`src/rtl/priority_arbiter.sv`:
```
// Eight-way request arbiter with fixed or rotating priority, a per-tenure hold limit
// and one-shot preemption of a requester whose tenure was ended by the hold limit.
module priority_arbiter #(
    parameter int unsigned MAX_HOLD = 16,
    parameter int unsigned RR_MODE  = 0
) (
    input  logic       clk,
    input  logic       rst_n,
    input  logic       enable,
    input  logic [7:0] req,
    output logic [7:0] gnt,
    output logic [2:0] gnt_id,
    output logic       busy,
    output logic       timeout
);

    localparam int unsigned NREQ = 8;
    localparam int unsigned IDW  = 3;
    localparam int unsigned CNTW = 8;

    typedef enum logic {
        IDLE,
        GRANT
    } state_t;

    state_t            state, state_d;
    logic [NREQ-1:0]   gnt_d;
    logic [IDW-1:0]    gnt_id_d;
    logic              busy_d;
    logic              timeout_d;
    logic [CNTW-1:0]   cnt, cnt_d;
    logic [IDW-1:0]    last_id, last_id_d;
    logic [NREQ-1:0]   pmask, pmask_d;

    logic [NREQ-1:0]   elig;
    logic [IDW-1:0]    idx;
    logic [IDW-1:0]    win_id;
    logic              win_found;

    // Winner search; a timed-out requester is skipped only when someone else is asking
    always_comb begin
        elig      = req & ~pmask;
        if (elig == '0) begin
            elig = req;
        end
        idx       = '0;
        win_id    = '0;
        win_found = 1'b0;
        if (RR_MODE != 0) begin
            for (int unsigned i = 1; i <= NREQ; i++) begin
                idx = last_id - IDW'(i);
                if (!win_found && elig[idx]) begin
                    win_found = 1'b1;
                    win_id    = idx;
                end
            end
        end else begin
            for (int unsigned i = 0; i < NREQ; i++) begin
                if (elig[IDW'(i)]) begin
                    win_found = 1'b1;
                    win_id    = IDW'(i);
                end
            end
        end
    end

    // Next-state and registered-output values
    always_comb begin
        state_d   = state;
        gnt_d     = gnt;
        gnt_id_d  = gnt_id;
        busy_d    = busy;
        timeout_d = 1'b0;
        cnt_d     = cnt;
        last_id_d = last_id;
        pmask_d   = pmask;
        case (state)
            IDLE: begin
                if (enable && win_found) begin
                    state_d   = GRANT;
                    gnt_d     = NREQ'(1) << win_id;
                    gnt_id_d  = win_id;
                    busy_d    = 1'b1;
                    cnt_d     = CNTW'(1);
                    last_id_d = win_id;
                    pmask_d   = '0;
                end
            end
            GRANT: begin
                if (!req[gnt_id]) begin
                    state_d = IDLE;
                    gnt_d   = '0;
                    busy_d  = 1'b0;
                    cnt_d   = '0;
                    pmask_d = '0;
                end else if (cnt == CNTW'(MAX_HOLD)) begin
                    state_d   = IDLE;
                    gnt_d     = '0;
                    busy_d    = 1'b0;
                    cnt_d     = '0;
                    timeout_d = 1'b1;
                    pmask_d   = gnt;
                end else begin
                    cnt_d = cnt + CNTW'(1);
                end
            end
            default: begin
                state_d = IDLE;
                gnt_d   = '0;
                busy_d  = 1'b0;
            end
        endcase
    end

    always_ff @(posedge clk) begin
        if (!rst_n) begin
            state   <= IDLE;
            gnt     <= '0;
            gnt_id  <= '0;
            busy    <= 1'b0;
            timeout <= 1'b0;
            cnt     <= '0;
            last_id <= '0;
            pmask   <= '0;
        end else begin
            state   <= state_d;
            gnt     <= gnt_d;
            gnt_id  <= gnt_id_d;
            busy    <= busy_d;
            timeout <= timeout_d;
            cnt     <= cnt_d;
            last_id <= last_id_d;
            pmask   <= pmask_d;
        end
    end

endmodule

```
`config.mk`:
```
export PLATFORM = sky130hd
export DESIGN_NAME = priority_arbiter
export DESIGN_NICKNAME = d
export VERILOG_FILES = /design/src/rtl/priority_arbiter.sv
export SDC_FILE = /design/constraint.sdc
export NUM_CORES = 1
export LEC_CHECK = 0
export CAP_MARGIN = 20
export CORE_MARGIN = 2
export CORE_UTILIZATION = 40
export CTS_BUF_LIST = sky130_fd_sc_hd__clkbuf_8
export DETAILED_ROUTE_END_ITERATION = 7
export PLACE_DENSITY = 0.63
export SETUP_SLACK_MARGIN = 0.05
export SLEW_MARGIN = 25
export SYNTH_ARGS = -nofsm -noshare
export SYNTH_HDL_FRONTEND = slang
export SYNTH_SLANG_ARGS = --single-unit
```
`constraint.sdc`:
```
create_clock -name clk -period 4.5 [get_ports clk]
set_clock_uncertainty 0.1 [all_clocks]
set_input_delay 0.675 -clock clk [delete_from_list [all_inputs] [get_ports clk]]
set_output_delay 0.675 -clock clk [all_outputs]
set_load 0.005 [all_outputs]
```
Yosys cells after proc, flatten, opt, wreduce, memory -nomap -nowiden
Index checks and enable logic that the tools add are counted.
{ "op_classes": {"addsub": 1, "n_lt_le_gt_ge": 1, "n_eq_ne": 3, "shift": 1, "muxes": 39, "n_bitwise": 3, "reduce_logical": 5} }
{ "ops": {"columns": ["operator", "count"], "rows": [
  ["$mux 8", 10],
  ["$pmux 8 s2", 3],
  ["$mux 3", 6],
  ["$mux 1", 17],
  ["$add 8x1->8 const B", 1],
  ["$and 8x8->8", 1],
  ["$eq 8x5->1 const B", 1],
  ["$logic_not 8->1", 1],
  ["$not 8->8", 1],
  ["$shl 1x3->8 const A", 1],
  ["$lt 3x4->1 const B", 1],
  ["$pmux 1 s2", 2],
  ["$reduce_and 2->1", 2],
  ["$bmux 1 s3", 1],
  ["$ne 3x2->1 const B", 1],
  ["$reduce_and 3->1", 1],
  ["$ne 2x2->1 const B", 1],
  ["$logic_and 1x1->1", 1],
  ["$not 1->1", 1]
]} }
{ "word_totals": {"ff_bits": 30, "in_bits": 11, "elab_cells": 60} }

Depth between registers and ports, before layout
Gate-level depths: netlist of run 1.
{ "logic_depth": {"word_depth": 15, "depth_mapped": 9, "ltp_nobuf": 8} }

Worst setup path after synthesis of run 1
OpenSTA, ideal clock, no wires.
{ "synth_path": {"kind": "input to register", "from": "input port req[5]", "to": "register pmask[0]", "setup_ns": 0.072, "t_arrival_ns": 2.274, "required_ns": 4.328, "path_slack_ns": 2.054, "path_stages": 8, "n_path_buf": 2, "cell_sequence": "mux4_1 > mux2_2 > and2_4 > buf_6 > nand2_8 > a31o_4 > buf_12 > mux2i_1"} }
{ "synth_between": {"elab_chain_len": 14} }
{ "synth_lines": {"columns": ["item", "line_no", "rtl"], "rows": [
  ["start, declared", "10", "input logic [7:0] req,"],
  ["$and 8x8->8", "42", "elig = req & ~pmask;"],
  ["$logic_not 8->1", "43", "if (elig == '0) begin"],
  ["$mux 8", "43", null],
  ["$mux 1 (8 in a row)", "59", "if (elig[IDW'(i)]) begin"],
  ["$logic_and 1x1->1", "79", "if (enable && win_found) begin"],
  ["$ne 2x2->1 (no source line)", null, null],
  ["$reduce_and 2->1 (no source line)", null, null],
  ["end signal, assigned", "133", "pmask <= pmask_d;"],
  ["end, declared", "33", "logic [NREQ-1:0] pmask, pmask_d;"]
]} }
Several ways; a longest one is shown, not always the timed one. The select of a mux whose other input is x is not followed.
A chain may end at the register's enable or synchronous reset.

Final worst setup path of run 1
{ "layout_path": {"from": "input port req[5]", "to": "register gnt[2]"} }
{ "layout_between": {"elab_chain_len": 14} }
{ "layout_lines": {"columns": ["item", "line_no", "rtl"], "rows": [
  ["$and 8x8->8", "42", null],
  ["$logic_not 8->1", "43", null],
  ["$mux 8", "43", null],
  ["$mux 1 (8 in a row)", "59", null],
  ["$logic_and 1x1->1", "79", null],
  ["$ne 2x2->1 (no source line)", null, null],
  ["$reduce_and 2->1 (no source line)", null, null],
  ["end signal, assigned", "127", "gnt <= gnt_d;"],
  ["end, declared", "11", "output logic [7:0] gnt,"]
]} }
Several ways; a longest one is shown, not always the timed one. The select of a mux whose other input is x is not followed.

==> results of run 1 <==
==> area by class of cell <==
type / instances / area [µm²]
clock buffer: 8 / 110
fill: 395 / 1990
inverter: 10 / 37.5
multi-input combinational: 145 / 1050
sequential: 30 / 601
tap: 50 / 62.6
timing repair buffer: 24 / 238
==> Yosys cell counts (all sizes together) (2+ instances only) <==
master   count  area [µm²]
o22ai        2        12.5
nand2       28         121
mux2i        8        80.1
mux4         2        48.8
a311o        2        20.0
and3         3        18.8
a22oi        4        76.3
clkbuf       5        18.8
nor2b        2        12.5
o2111ai      2        52.6
a31oi        6        37.5
inv         10        37.5
and2         3        21.3
a21oi        7        35.0
nand2b      10        62.6
nor2         8        30.0
ha           2        25.0
a211oi       2        15.0
a21o         2        15.0
nand4        3        33.8
buf          2        31.3
nor3         3        15.0
o21ai       14        77.6
a311oi       3        26.3
nand3       16        80.1
dfxtp       30         601
==> per-layer routing <==
metal	up-vias	global-route usage (%)	share of wire, %
li1	758	-	-
met1	718	24.2	48
met2	32	27.3	45
met3	13	5.77	4.0
met4	0	10.0	2.8
met5	-	0	0
==> critical path: stages <==
cell,delay [ns]
clkdlybuf4s50_1,0.52
mux4_1,0.57
mux2_2,0.31
and3_1,0.29
nor2b_1,0.28
a31o_4,0.29
a2bb2o_4,0.24
==> flip-flops by register name (all words and copies together), names as in the netlist <==
name and count:
pmask 8, gnt 8, busy 1, cnt 8
gnt_id 3, state 1, timeout 1
==> how the worst max path moves through the flow <==
stage	from	endpoint	slack [ns]	cells after the start
2_1_floorplan	req[5]	pmask[0]	2.05	8
3_3_place_gp	req[5]	gnt[2]	1.21	7
3_5_place_dp	req[5]	gnt[2]	1.12	7
4_1_cts	req[5]	gnt[2]	1.42	7
5_1_grt	req[5]	gnt[2]	1.28	7
6_report	req[5]	gnt[2]	1.41	7
==> cell families (layout without fill, tap and decap cells) <==
family	count (synthesis)	after routing	share of synthesized area [%]
multiplexers	11	11	8.07
AO/OA/AOI/OAI	53	53	26.9
flip-flops	30	30	34.6
buffers and inverters	17	42	5.04
AND/OR/NAND/NOR	79	79	24.0
adder cells (fa/ha/maj)	2	2	1.44
==> per-stage QoR <==
step	utilization (%)	cells	setup WS, ns	power, mW
3_3_place_gp	48.6	259	1.21	0.387
2_1_floorplan	-	192	2.05	0.356
6_report	51.3	267	1.41	0.642
3_5_place_dp	48.6	259	1.12	0.388
5_1_grt	51.3	267	1.28	0.671
4_1_cts	51.3	267	1.42	0.647
==> cell usage in the layout, fill, tap and decap left out, types with 2 or more instances in the layout <==
| master | instances |
|---|---|
| nand2b_1 | 10 |
| o21ai_2 | 2 |
| nand3_1 | 16 |
| o2111ai_4 | 2 |
| o22ai_1 | 2 |
| and3_1 | 3 |
| a311oi_1 | 3 |
| clkbuf_8 | 8 |
| dfxtp_1 | 30 |
| nand2_1 | 27 |
| o21ai_1 | 5 |
| a21oi_1 | 7 |
| clkdlybuf4s50_1 | 23 |
| a311o_1 | 2 |
| inv_1 | 9 |
| nor2_1 | 8 |
| ha_1 | 2 |
| a22oi_4 | 3 |
| nor2b_1 | 2 |
| o21ai_0 | 7 |
| a21o_1 | 2 |
| nor3_1 | 3 |
| a31oi_1 | 6 |
| nand4_1 | 2 |
| a211oi_1 | 2 |
| mux2i_1 | 8 |
==> power groups by stage <==
stage          logic [mW]  registers, mW  clock network [mW]
2_1_floorplan      0.0709          0.285                   0
3_3_place_gp        0.100          0.286                   0
3_5_place_dp        0.101          0.287                   0
4_1_cts             0.103          0.281               0.263
5_1_grt             0.112          0.282               0.277
6_report            0.103          0.281               0.258
==> results by stage, run 1 <==
Status:
- The flow ran to the end, and the final reports show no timing, DRC or antenna violations.

Critical path:
- The arrival time at the worst endpoint is 3.18 ns.
- The type of element capturing the critical path is a flip-flop.
- The number of cells on the worst reg-to-reg path is 6.
- Across all register-to-register paths, the minimum setup slack is 1.84 ns.
- The endpoint identified for the worst register-to-register timing path is gnt[2].
- The reg-to-reg startpoint is gnt_id[0].
- The start-to-end type of the worst setup path is input pin to flip-flop.
- Along the worst path, the maximum fanout reaches 14.
- The required arrival time at the worst endpoint is 4.59 ns.
- STA classifies the critical path startpoint as an input pin.

Pwr:
- Net switching is 26.4% of the power.
- IR analysis of the VDD net gives a maximum drop of 175 µV.
- Dividing total power by cell area gives a power density of 306 nW/µm².
- In this run, the clock network consumes 40.2% of the power.
- In this run the power spent charging and discharging nets is 170 µW.
- The proportion of power drawn by combinational gates is 16.1%.
- Summed over all cells, the static leakage comes to 0.741 nW.
- The share of total power in sequential cells is 43.7%.
- The cell-internal power is 473 µW.

Place:
- The congestion estimate from routability-driven global placement came to 0.856.
- In this run the tool buffered the top-level ports with 23 buffer cells.
- The post-place instance area is 1990 µm².
- The HPWL after detailed placement is 3090 µm.

Clock tree:
- The cts-stage hold buffer count is 0.
- No sink is reached through more buffers than the 2 on the longest clock path.
- After clock tree synthesis, the repair step resized 0 gates.
- For this design, the sink count on the clock tree is 30.
- The clock transition at the register clock pins on the worst setup and hold paths after CTS is 0.06 ns.
- Counting the buffers created by CTS gives 5.
- The clock insertion delay at the later pin of the skew report is 0.29 ns.
- The number of buffers added for setup after CTS is 0.
- The count of H-tree levels built during CTS is 2.
- TritonCTS built the clock tree.
- The master cell of the clock root buffer is clkbuf_8.

Synthesis:
- Averaged over all synthesized cells, the footprint is 9.05 µm².
- Counting every instance in the synthesized netlist gives 192.
- The number of nets in the synthesized netlist is 205.
- The sequential-to-total area share from yosys stat is 34.6%.
- The number of distinct library cell variants in the gate-level netlist after synthesis is 49.
- The number of enable flip-flop cells after synthesis is 0.
- The dominant synthesized flop cell is dfxtp_1.
- The mapped cell area is 1740 µm².
- The proportion of register bits with asynchronous set or reset after synthesis is 0%.
- The count of synthesis-stage warnings from yosys is 0.
- The number of synthesized register bits is 30.

Global routing:
- The number of antenna violations at the first check in global routing is 0.
- Entering global routing, the biggest net connects 20 pins.
- The global-route wire length before repair is 7210 µm.
- The via count of the first global-routing pass came to 1,470.
- The global-route congestion overflow total is 0.
- The combined global-route utilization of all metal layers is 18.6%.

Timing:
- For the final routed database, the setup TNS stands at 0 ns.
- The final setup violation count is 0.
- The final critical-path required period is 3.09 ns.
- Setup repair after global routing left no endpoint under its margin.
- The max-slew headroom at the worst pin is 67.2%.
- Derived from the worst setup path, the maximum achievable clock frequency is 323 MHz.
- The final hold slack is 0.373 ns.
- Dividing the final minimum period by the clock period gives 68.8%.
- For the pin with the worst max-slew slack, the measured transition is 0.485 ns.
- The final-report hold violation count is 0.
- The number of max-slew violations in the final report is 0.

Drt:
- The first routing iteration left 82 violations.
- In the final routed layout, each cell accounts on average for 15.8 µm.
- The detail route stage leaves a number of antenna-violating nets equal to 0.
- The total routed wirelength is 4230 µm.
- For this block, the via count after detailed routing is 1,521.
- In the routed layout, each cell is associated on average with a via count of 5.70.
- The post-route DRC violation count is 0.
- The number of optimization iterations in the first detailed-route pass is 4.

Floorplanning:
- The die covers 4880 µm².
- The area of the core is 4090 µm².
- The count of pins on the block boundary is 24.
- The initial utilization of the core area, before any placement, comes to 42.5%.
- The initialized floorplan defines 23 standard-cell rows.
- The width of the chip is 69.9 µm.
- The die height is 69.9 µm.

Final layout:
- The net count of the finished layout is 229.
- The finished cells cover 2100 µm².
- 0 antenna diodes ended up in the layout.
- The fraction of final layout cells sized beyond drive strength 1 is 12.0%.
- The layout overhead on the synthesized area is 20.7%.

Hold path:
- In this run the worst hold path is classified as flip-flop to flip-flop.
- The worst hold path startpoint is gnt[7].
- Counting instances, the worst hold path has a depth of 2.
- The worst hold path terminates at gnt[7].

Flow run:
- The number of max-capacitance violations reported is 0.
Note: power is estimated with default switching activity, not from simulation.
==> run 2, diff against run 1 <==
clock period = 3.1 ns   (was 4.5 ns; I/O delays follow)
==> run 2 against run 1 <==
Against the previous run:
- clock power grew 8.9%
- core utilization shrank 0.46 points
- die area did not move
- hold slack gained 0.0048 ns
- total power grew 31%
- sequential cell count unchanged
- critical endpoint unchanged
==> results by stage, run 2 (same netlist as run 1, synthesis figures left out) <==
Drt:
- The starting DRC count in detailed routing is 61 (-26%).
- The total routed wirelength is 4190 µm (-0.87%).
- The total via count after detailed routing is 1,524 (+0.20%).
- The post-route DRC violation count was 0 (unchanged).
- The number of optimization iterations in the first detailed-route pass is 4 (unchanged).
- The ratio of routed vias to standard cells was 5.69 (-0.18%).
- The per-cell routed wire length is 15.6 µm (-1.2%).
- The count of antenna-violating nets left after detailed routing is 0 (unchanged).

Place:
- The global placer's final weighted congestion is 0.814 (-4.8%).
- The post-placement setup slack is 0.105 ns (-1.01 ns).
- The total placed cells including tap cells is 261 (+0.77%).
- The post-place instance area is 2000 µm² (+0.76%).
- The number of port buffers is 23 (unchanged).
- The HPWL after detailed placement is 3160 µm (+2.3%).

Pwr:
- The maximum resistive drop on vdd was 254 µV (+45%).
- The cell area power density is 404 nW/µm² (+32%).
- The total design power was 840 µW (+31%).
- The static power due to leakage was 0.741 nW (-0.11%).

Hold path:
- The worst hold path cell count is 2 (unchanged).
- The worst hold path startpoint is busy.
- The kind of path behind the tightest hold check is flip-flop to flip-flop.
- The path with the worst hold slack has its endpoint at busy.

Timing:
- The post-route setup TNS was 0 ns (unchanged).
- The final-report hold violation count came to 0 (unchanged).
- The transition time at the pin with the least slew margin was 0.484 ns (-0.00146 ns).
- The final critical-path required period is 2.70 ns.
- The post-route clock period utilization is 87.0%.
- Setup repair after global routing left no endpoint under its margin.
- The final critical-path setup slack is 0.402 ns (-1.00 ns).
- The final setup violation count is 0 (unchanged).
- Based on the critical path, the design can be clocked at up to 371 MHz.
- The final hold slack is 0.378 ns (+0.00483 ns).
- The number of max-slew violations in the final report is 0 (unchanged).
- The max-slew headroom at the worst pin was 67.3% (+0.099 points).

Floorplanning:
- The number of placement rows is 23 (unchanged).
- The count of pins on the block boundary is 24 (unchanged).
- The die height is 69.9 µm (unchanged).
- The area of the core was 4090 µm² (unchanged).
- The area of the die came to 4880 µm² (unchanged).
- The width of the chip is 69.9 µm (unchanged).
- The starting density of the core is 42.5% (unchanged).

Clock tree:
- TritonCTS built the clock tree.
- The number of buffers created by CTS is 5 (unchanged).
- The clock transition at the register clock pins on the worst setup and hold paths after CTS is 0.06 ns (about the same).
- The buffer levels on the longest clock path was 2 (unchanged).
- The clock insertion delay at the later pin of the skew report was 0.28 ns (about the same).
- The post-cts gate resize count is 0 (unchanged).
- The master cell of the clock root buffer is clkbuf_8.
- The total number of clock tree sinks is 30 (unchanged).
- The number of buffers added for setup after CTS is 0 (unchanged).
- The count of H-tree levels built during CTS is 2 (unchanged).
- The cts-stage hold buffer count is 0 (unchanged).

Critical path:
- The largest fanout on the critical path came to 14 (unchanged).
- The start-to-end type of the worst setup path is input pin to flip-flop.
- The path depth of the worst reg2reg path is 6 (unchanged).
- STA classifies the critical path endpoint as a flip-flop.
- The terminus of the critical flop-to-flop path is gnt[2].
- The required arrival time at the worst endpoint was 3.17 ns (-1.42 ns).
- The arrival time at the worst endpoint is 2.77 ns (-0.41 ns).
- The flop-to-flop setup slack is 0.64 ns (-1.20 ns).
- The startpoint kind of the worst setup timing path is an input pin.
- The launching instance or port of the critical path is req[6].
- The reg-to-reg startpoint is gnt_id[0].

Global routing:
- The via count of the first global-routing pass is 1,502 (+2.2%).
- The number of antenna violations at the first check in global routing is 0 (unchanged).
- The pin count of the biggest net entering global routing is 24 (+20%).
- The combined global-route utilization of all metal layers is 18.0% (-0.56 points).
- The global-route wire length before repair is 7070 µm (-1.9%).
- The global-route congestion overflow total came to 0 (unchanged).

Final layout:
- The post-route core utilization is 50.9% (-0.46 points).
- The net count of the finished layout came to 231 (+0.87%).
- The count of inserted antenna diode cells is 0 (unchanged).
- The count of non-filler cells in the finished layout is 268 (+0.37%).
- The most frequent standard cell in the layout excluding fill and tap cells is dfxtp_1.
- The total non-filler cell area in the finished layout is 2080 µm² (-0.90%).
- The fraction of final layout cells sized beyond drive strength 1 is 11.5% (-0.51 points).
- The layout overhead on the synthesized area is 19.7%.
- The largest registers in the layout are cnt x8, gnt x8, pmask x8.
- In the layout the commonest cells are dfxtp_1 (30), nand2_1 (27), clkdlybuf4s50_1 (23).
- The count of filler cells inserted in the layout was 385 (-2.5%).
- The area of all sequential standard cells is 601 µm² (unchanged).
- The combined area of the multi-input logic cells is 1050 µm² (unchanged).

Flow run:
- The number of max-capacitance violations reported is 0 (unchanged).

Status:
- The flow ran to the end, and the final reports show no timing, DRC or antenna violations.
==> run 2: routing by layer <==
layer / share of wire (%) / global-route usage, % / wire, µm / up-vias
met5: 0 / 0 / 0 / -
met4: 1.4 / 6.84 / 58 / 0
met3: 4.6 / 3.17 / 192 / 5
met2: 48 / 29.2 / 2010 / 37
met1: 46 / 23.9 / 1940 / 722
li1: - / - / - / 760
==> run 2: worst max-delay path, stage by stage <==
cell             delay (ns)
clkdlybuf4s50_1        0.51
mux4_1                 0.54
mux2_2                 0.31
and3_1                 0.18
nor2b_1                0.24
a31o_4                 0.29
a2bb2o_4               0.23
==> run 2: layout make-up <==
class	count	area share (%)
clock buffers	5	3.31
clock inverters	2	0.361
inverters	10	1.81
multi-input cells	145	50.5
flip-flops and latches	30	28.9
well taps	50	3.01
repair buffers	26	12.2
==> run 2: power breakdown <==
group / internal, mW / leakage, nW / switching, mW
clock: 0.147 / 0.0466 / 0.134
sequential: 0.396 / 0.244 / 0.0108
combinational: 0.0686 / 0.450 / 0.0837
==> run 2: how the worst max path moves through the flow <==
stage / end / slack [ns] / depth (start not counted)
after global placement: gnt[2] / 0.21 / 7
after global routing: gnt[2] / 0.26 / 7
after floorplan: pmask[0] / 0.86 / 8
after detailed placement: gnt[2] / 0.11 / 7
final: gnt[2] / 0.40 / 7
after CTS: gnt[2] / 0.39 / 7
